$ cat src/rtl/sha3_byte_packer.sv
// sha3_byte_packer: packs a valid/ready byte stream big-endian into 32-bit
// words for the keccak core's in/in_ready/is_last/byte_num interface.
// Generates the trailing zero word for word-aligned messages and then holds
// off new input until the core reports out_ready.
// Optional feature macro: SHA3_PACK_LEN_COUNT_EN adds the msg_bytes counter.
module sha3_byte_packer (
    input  logic        clk,
    input  logic        reset_n,
    input  logic [7:0]  s_data,
    input  logic        s_valid,
    input  logic        s_last,
    output logic        s_ready,
    output logic [31:0] in,
    output logic        in_ready,
    output logic        is_last,
    output logic [1:0]  byte_num,
    input  logic        buffer_full,
    input  logic        out_ready
`ifdef SHA3_PACK_LEN_COUNT_EN
    ,
    output logic [31:0] msg_bytes
`endif
);

    localparam logic [1:0] ST_ACCEPT = 2'd0;
    localparam logic [1:0] ST_FLUSH  = 2'd1;
    localparam logic [1:0] ST_WAIT   = 2'd2;

    logic [1:0]  state_reg, state_next;
    logic [23:0] acc_reg, acc_next;
    logic [1:0]  cnt_reg, cnt_next;
    logic [31:0] word_reg, word_next;
    logic        valid_reg, valid_next;
    logic        last_reg, last_next;
    logic [1:0]  bn_reg, bn_next;

    logic        xfer;
    logic        accept;
    logic        leave_wait;
    logic [31:0] packed_word;
    logic [7:0]  lane_byte [4];

    // The pending word leaves on any edge the core is not full.
    assign xfer       = valid_reg && !buffer_full;
    // A byte may enter when the output register is free or is emptying now;
    // gated by reset_n so nothing is offered while reset is held.
    assign s_ready    = reset_n && (state_reg == ST_ACCEPT) && (!valid_reg || !buffer_full);
    assign accept     = s_valid && s_ready;
    // The digest only ends the message once the final word is gone.
    assign leave_wait = (state_reg == ST_WAIT) && !valid_reg && out_ready;

    // Byte lanes of the word that would be emitted if this byte closes it:
    // stored bytes, then the incoming byte, then zero padding.
    genvar gi;
    for (gi = 0; gi < 4; gi++) begin : g_lane
        if (gi < 3) begin : g_low
            assign lane_byte[gi] = (2'(gi) < cnt_reg)  ? acc_reg[23-8*gi -: 8] :
                                   (2'(gi) == cnt_reg) ? s_data : 8'h00;
        end else begin : g_top
            assign lane_byte[gi] = (cnt_reg == 2'd3) ? s_data : 8'h00;
        end
        assign packed_word[31-8*gi -: 8] = lane_byte[gi];
    end

    // Next-state logic for the packer FSM, accumulator and output word.
    always_comb begin
        state_next = state_reg;
        acc_next   = acc_reg;
        cnt_next   = cnt_reg;
        word_next  = word_reg;
        valid_next = valid_reg;
        last_next  = last_reg;
        bn_next    = bn_reg;

        case (state_reg)
            ST_ACCEPT: begin
                if (xfer) begin
                    valid_next = 1'b0;
                end
                if (accept) begin
                    if ((cnt_reg == 2'd3) || s_last) begin
                        word_next  = packed_word;
                        valid_next = 1'b1;
                        cnt_next   = 2'd0;
                        acc_next   = 24'h0;
                        if (cnt_reg == 2'd3) begin
                            // Full word; an aligned end still owes a zero word.
                            last_next  = 1'b0;
                            bn_next    = 2'd0;
                            state_next = s_last ? ST_FLUSH : ST_ACCEPT;
                        end else begin
                            last_next  = 1'b1;
                            bn_next    = cnt_reg + 2'd1;
                            state_next = ST_WAIT;
                        end
                    end else begin
                        case (cnt_reg)
                            2'd0:    acc_next[23:16] = s_data;
                            2'd1:    acc_next[15:8]  = s_data;
                            default: acc_next[7:0]   = s_data;
                        endcase
                        cnt_next = cnt_reg + 2'd1;
                    end
                end
            end
            ST_FLUSH: begin
                // Load the empty terminating word as the aligned word leaves.
                if (!valid_reg || !buffer_full) begin
                    word_next  = 32'h0;
                    valid_next = 1'b1;
                    last_next  = 1'b1;
                    bn_next    = 2'd0;
                    state_next = ST_WAIT;
                end
            end
            ST_WAIT: begin
                if (xfer) begin
                    valid_next = 1'b0;
                end
                if (leave_wait) begin
                    state_next = ST_ACCEPT;
                    acc_next   = 24'h0;
                    cnt_next   = 2'd0;
                end
            end
            default: begin
                state_next = ST_ACCEPT;
            end
        endcase
    end

    // State registers; reset discards any partial and pending word.
    always_ff @(posedge clk) begin
        if (!reset_n) begin
            state_reg <= ST_ACCEPT;
            acc_reg   <= 24'h0;
            cnt_reg   <= 2'd0;
            word_reg  <= 32'h0;
            valid_reg <= 1'b0;
            last_reg  <= 1'b0;
            bn_reg    <= 2'd0;
        end else begin
            state_reg <= state_next;
            acc_reg   <= acc_next;
            cnt_reg   <= cnt_next;
            word_reg  <= word_next;
            valid_reg <= valid_next;
            last_reg  <= last_next;
            bn_reg    <= bn_next;
        end
    end

    assign in       = word_reg;
    assign in_ready = valid_reg;
    assign is_last  = last_reg;
    assign byte_num = bn_reg;

`ifdef SHA3_PACK_LEN_COUNT_EN
    logic [31:0] msg_bytes_reg;

    // Saturating count of bytes accepted in the current message.
    always_ff @(posedge clk) begin
        if (!reset_n || leave_wait) begin
            msg_bytes_reg <= 32'h0;
        end else if (accept && (msg_bytes_reg != 32'hFFFF_FFFF)) begin
            msg_bytes_reg <= msg_bytes_reg + 32'd1;
        end
    end

    assign msg_bytes = msg_bytes_reg;
`endif

endmodule

$ cat config.mk
export PLATFORM = sky130hd
export DESIGN_NAME = sha3_byte_packer
export DESIGN_NICKNAME = d
export VERILOG_FILES = /design/src/rtl/sha3_byte_packer.sv
export SDC_FILE = /design/constraint.sdc
export NUM_CORES = 1
export LEC_CHECK = 0
export ABC_AREA = 1
export BUFFER_PORTS_ARGS = -buffer_cell sky130_fd_sc_hd__buf_2
export CAP_MARGIN = 15
export CORE_MARGIN = 2
export CORE_UTILIZATION = 50
export CTS_BUF_LIST = sky130_fd_sc_hd__clkbuf_16
export CTS_CLUSTER_DIAMETER = 120
export DETAILED_ROUTE_END_ITERATION = 16
export PLACE_DENSITY = 0.78
export SETUP_SLACK_MARGIN = 0.05
export SYNTH_ARGS = -nofsm -noshare
export SYNTH_HDL_FRONTEND = slang
export SYNTH_SLANG_ARGS = --single-unit
$ cat constraint.sdc
create_clock -name clk -period 2.12 [get_ports clk]
set_input_delay 0.318 -clock clk [delete_from_list [all_inputs] [get_ports clk]]
set_output_delay 0.318 -clock clk [all_outputs]
set_load 0.01 [all_outputs]
==> flow_summary_export.csv <==
group,metric,value,unit
route,via_per_inst,4.96,
route,routedWlPerCell,12.7,µm
layout,antennaDiodeCount,0,
min_path,min_from,"s_data[0]",
route,dr.pass1.iters,7,
synth,synth_area,3510,µm²
clocking,cts-buffers-inserted,9,
clocking,clock_path_buffers,2,
global_route,grt-ovfl-total,0,
timing,slew-limit-headroom,61.7,%
min_path,hold_class,"primary input to flop",
timing,rsz0062_at_grt,"true",
power,p_total,7.71,mW
die,start_util,51.7,%
timing,setup_violations,0,
setup_path,worstReg2RegEnd,"acc_reg[2]$_SDFFE_PN0P_",
setup_path,endpoint_kind,"flop",
die,die_area,7710,µm²
timing,hold_viol,0,
place,dp_hpwl,5870,µm
synth,synth_mux_area_share,0,%
synth,yosys.area_share.simple,40.0,%
synth,synth_warnings,0,
setup_path,path_max_fanout,15,
die,rows,30,
layout,areaGrowthSynthToFinish,17.2,%
timing,fin_tns_setup,0,ps
job,drv_cap,0,
synth,synth-seq-cells,64,
setup_path,arrival,2180,ps
place,gp_congestion,0.874,
timing,finalClockSkew,4.82,ps
route,drc,0,
place,placed_cell_area,3790,µm²
synth,synth_fa_ha_area_share,2.85,%
power,power_density,1880,nW/µm²
timing,min_period_over_period,90.3,%
setup_path,timing.rr.start,"state_reg[0]$_SDFFE_PN0P_",
route,vias,3490,
clocking,htreeDepth,3,
power,irDropWorstVdd,859,µV
global_route,antenna_found_initial,0,
power,power.leakage,2.17,nW
timing,finalCriticalPeriod,1910,ps
clocking,worstSkewPairLatency,330,ps
clocking,root_buffer,"clkbuf_16",
setup_path,cp.required,2390,ps
setup_path,critPathLaunchType,"flop",
setup_path,r2r_slack,210,ps
route,routed_wl,8970,µm
global_route,grt_max_degree,49,
synth,synth_compound_area_share,6.24,%
timing,setup_ws,206,ps
setup_path,path_class,"flop to flop",
global_route,grt_usage,24.4,%
layout,finalInstanceArea,4110,µm²
clocking,cts_num_sinks,64,
timing,fin_hold_ws,361,ps
synth,synth.distinct_cells,24,
die,ios,51,
synth,netlist_instances,560,
layout,nets,625,
setup_path,reg2regPathDepth,10,
layout,largest_reg_flops,32,
die,die_w,87.8,µm
clocking,cts_tree,"yes",
global_route,grt_pass1_wl,14500,µm
min_path,holdPathStages,3,
synth,synthXorXnorAreaFrac,0,%
synth,synth_top_family_by_area,"simple AND/OR/NAND/NOR gates",
status,status,"complete, no violations",
route,drt_iter0_drc,376,
synth,syn_area_per_cell,6.27,µm²
die,core,6790,µm²
route,ant_nets,0,
min_path,hold_end,"acc_reg[8]$_SDFFE_PN0P_",
die,die_h,87.8,µm
layout,drive_gt1_share,14.3,%
timing,slew_viol_final,0,
place,port_buffers,50,
timing,fmax,523,MHz
timing,tightestPinTransition,573,ps
place,place_ws,91.7,ps
synth,syn-num-nets,582,
synth,yosysSeqAreaShare,36.5,%
global_route,grt_pass1_vias,3061,
clocking,path_clk_slew,50,ps
[power breakdown]
group          total [mW]  switching [mW]  internal (mW)  leakage (nW)
registers            1.92           0.218           1.70         0.524
logic                4.38            2.95           1.43          1.50
clock network        1.42           0.522          0.897         0.144
total                7.71            3.69           4.03          2.17
[synthesized netlist by cell type (all sizes together)]
cell	count	area share (%)
ha	8	2.9
nand3	34	6.0
clkinv	6	0.64
a21oi	25	3.9
dfxtp	64	37
nor3	8	1.1
buf	21	3.7
o21ai	13	2.2
nor2	80	8.6
inv	87	9.3
nand2	177	19
o22ai	1	0.18
nand4	29	5.2
clkbuf	7	0.75
[layout by cell type (no fill, tap or decap)]
| master | Yosys | layout |
|---|---|---|
| buf_2 | 14 | 50 |
| clkinv_2 | 0 | 2 |
| inv_2 | 1 | 1 |
| nand3_2 | 3 | 3 |
| nand4_1 | 29 | 29 |
| nand2_1 | 176 | 175 |
| ha_1 | 8 | 6 |
| nand3_1 | 29 | 29 |
| nand2_4 | 1 | 1 |
| clkinv_4 | 0 | 1 |
| clkbuf_16 | 0 | 9 |
| nor3_1 | 8 | 8 |
| o21ai_1 | 1 | 1 |
| o21ai_4 | 1 | 1 |
| clkinvlp_4 | 0 | 2 |
| nand3_4 | 2 | 3 |
| bufinv_16 | 0 | 1 |
| nand2_2 | 0 | 1 |
| buf_6 | 3 | 1 |
| a21oi_4 | 1 | 1 |
| clkinv_1 | 6 | 6 |
| nor2_1 | 80 | 80 |
| o21ai_0 | 11 | 11 |
| inv_1 | 86 | 87 |
| dfxtp_1 | 64 | 64 |
| ha_2 | 0 | 2 |
| o22ai_1 | 1 | 1 |
| a21oi_1 | 24 | 24 |
| buf_4 | 3 | 8 |
[how the worst max path moves through the flow]
stage	startpoint	end	slack (ps)	cells after the start
finish	state_reg[0]$_SDFFE_PN0P_	acc_reg[2]$_SDFFE_PN0P_	210	10
detailed placement	state_reg[1]$_SDFFE_PN0P_	in[12]$_SDFFE_PN0P_	90	7
CTS	state_reg[1]$_SDFFE_PN0P_	in[12]$_SDFFE_PN0P_	70	7
global placement	state_reg[1]$_SDFFE_PN0P_	in[15]$_SDFFE_PN0P_	260	7
floorplan	cnt_reg[1]$_SDFFE_PN0P_	acc_reg[0]$_SDFFE_PN0P_	190	11
global route	state_reg[0]$_SDFFE_PN0P_	acc_reg[21]$_SDFFE_PN0P_	30	10
[logic make-up (layout without fill, tap and decap cells)]
family                   after synthesis  after routing
AO/OA/AOI/OAI                         39             39
adder cells (fa/ha/maj)                8              8
buffers and inverters                121            168
flip-flops                            64             64
AND/OR/NAND/NOR                      328            329
[worst max-delay path: stages, from the launching register on]
cell	delay [ps]
dfxtp_1	330
inv_1	110
ha_1	320
nand2_1	120
clkinv_1	70
nand3_2	90
nand2_4	190
nand3_2	290
nand2_1	160
nand2_1	70
nor2_1	90
[layer usage]
layer | vias to the layer above | wire length (µm) | global-route usage [%]
li1 | 1810 | - | -
met2 | 122 | 4100 | 37.7
met3 | 21 | 625 | 6.22
met5 | - | 0 | 0
met1 | 1537 | 4080 | 33.5
met4 | 0 | 162 | 7.83
[through the flow]
stage          util (%)  cells
6_report           60.5    704
5_1_grt            60.5    704
4_1_cts            60.1    703
3_5_place_dp       55.8    687
3_3_place_gp       55.8    687
2_1_floorplan         -    560
[final cells by class]
| cell class | instances | area (µm²) |
|---|---|---|
| fillers | 649 | 2680 |
| multi-input cells | 376 | 1750 |
| flip-flops and latches | 64 | 1280 |
| inverters | 93 | 353 |
| repair buffers | 59 | 322 |
| clock buffers | 9 | 225 |
| well taps | 96 | 120 |
| clock inverters | 7 | 63.8 |
[timing repair]
action,in CTS,in global routing
hold buffers,0,0
endpoints found under the setup margin,0,52
gates resized for setup,0,6
buffers inserted,0,0
No activity file was read; power rests on OpenSTA's default activity.
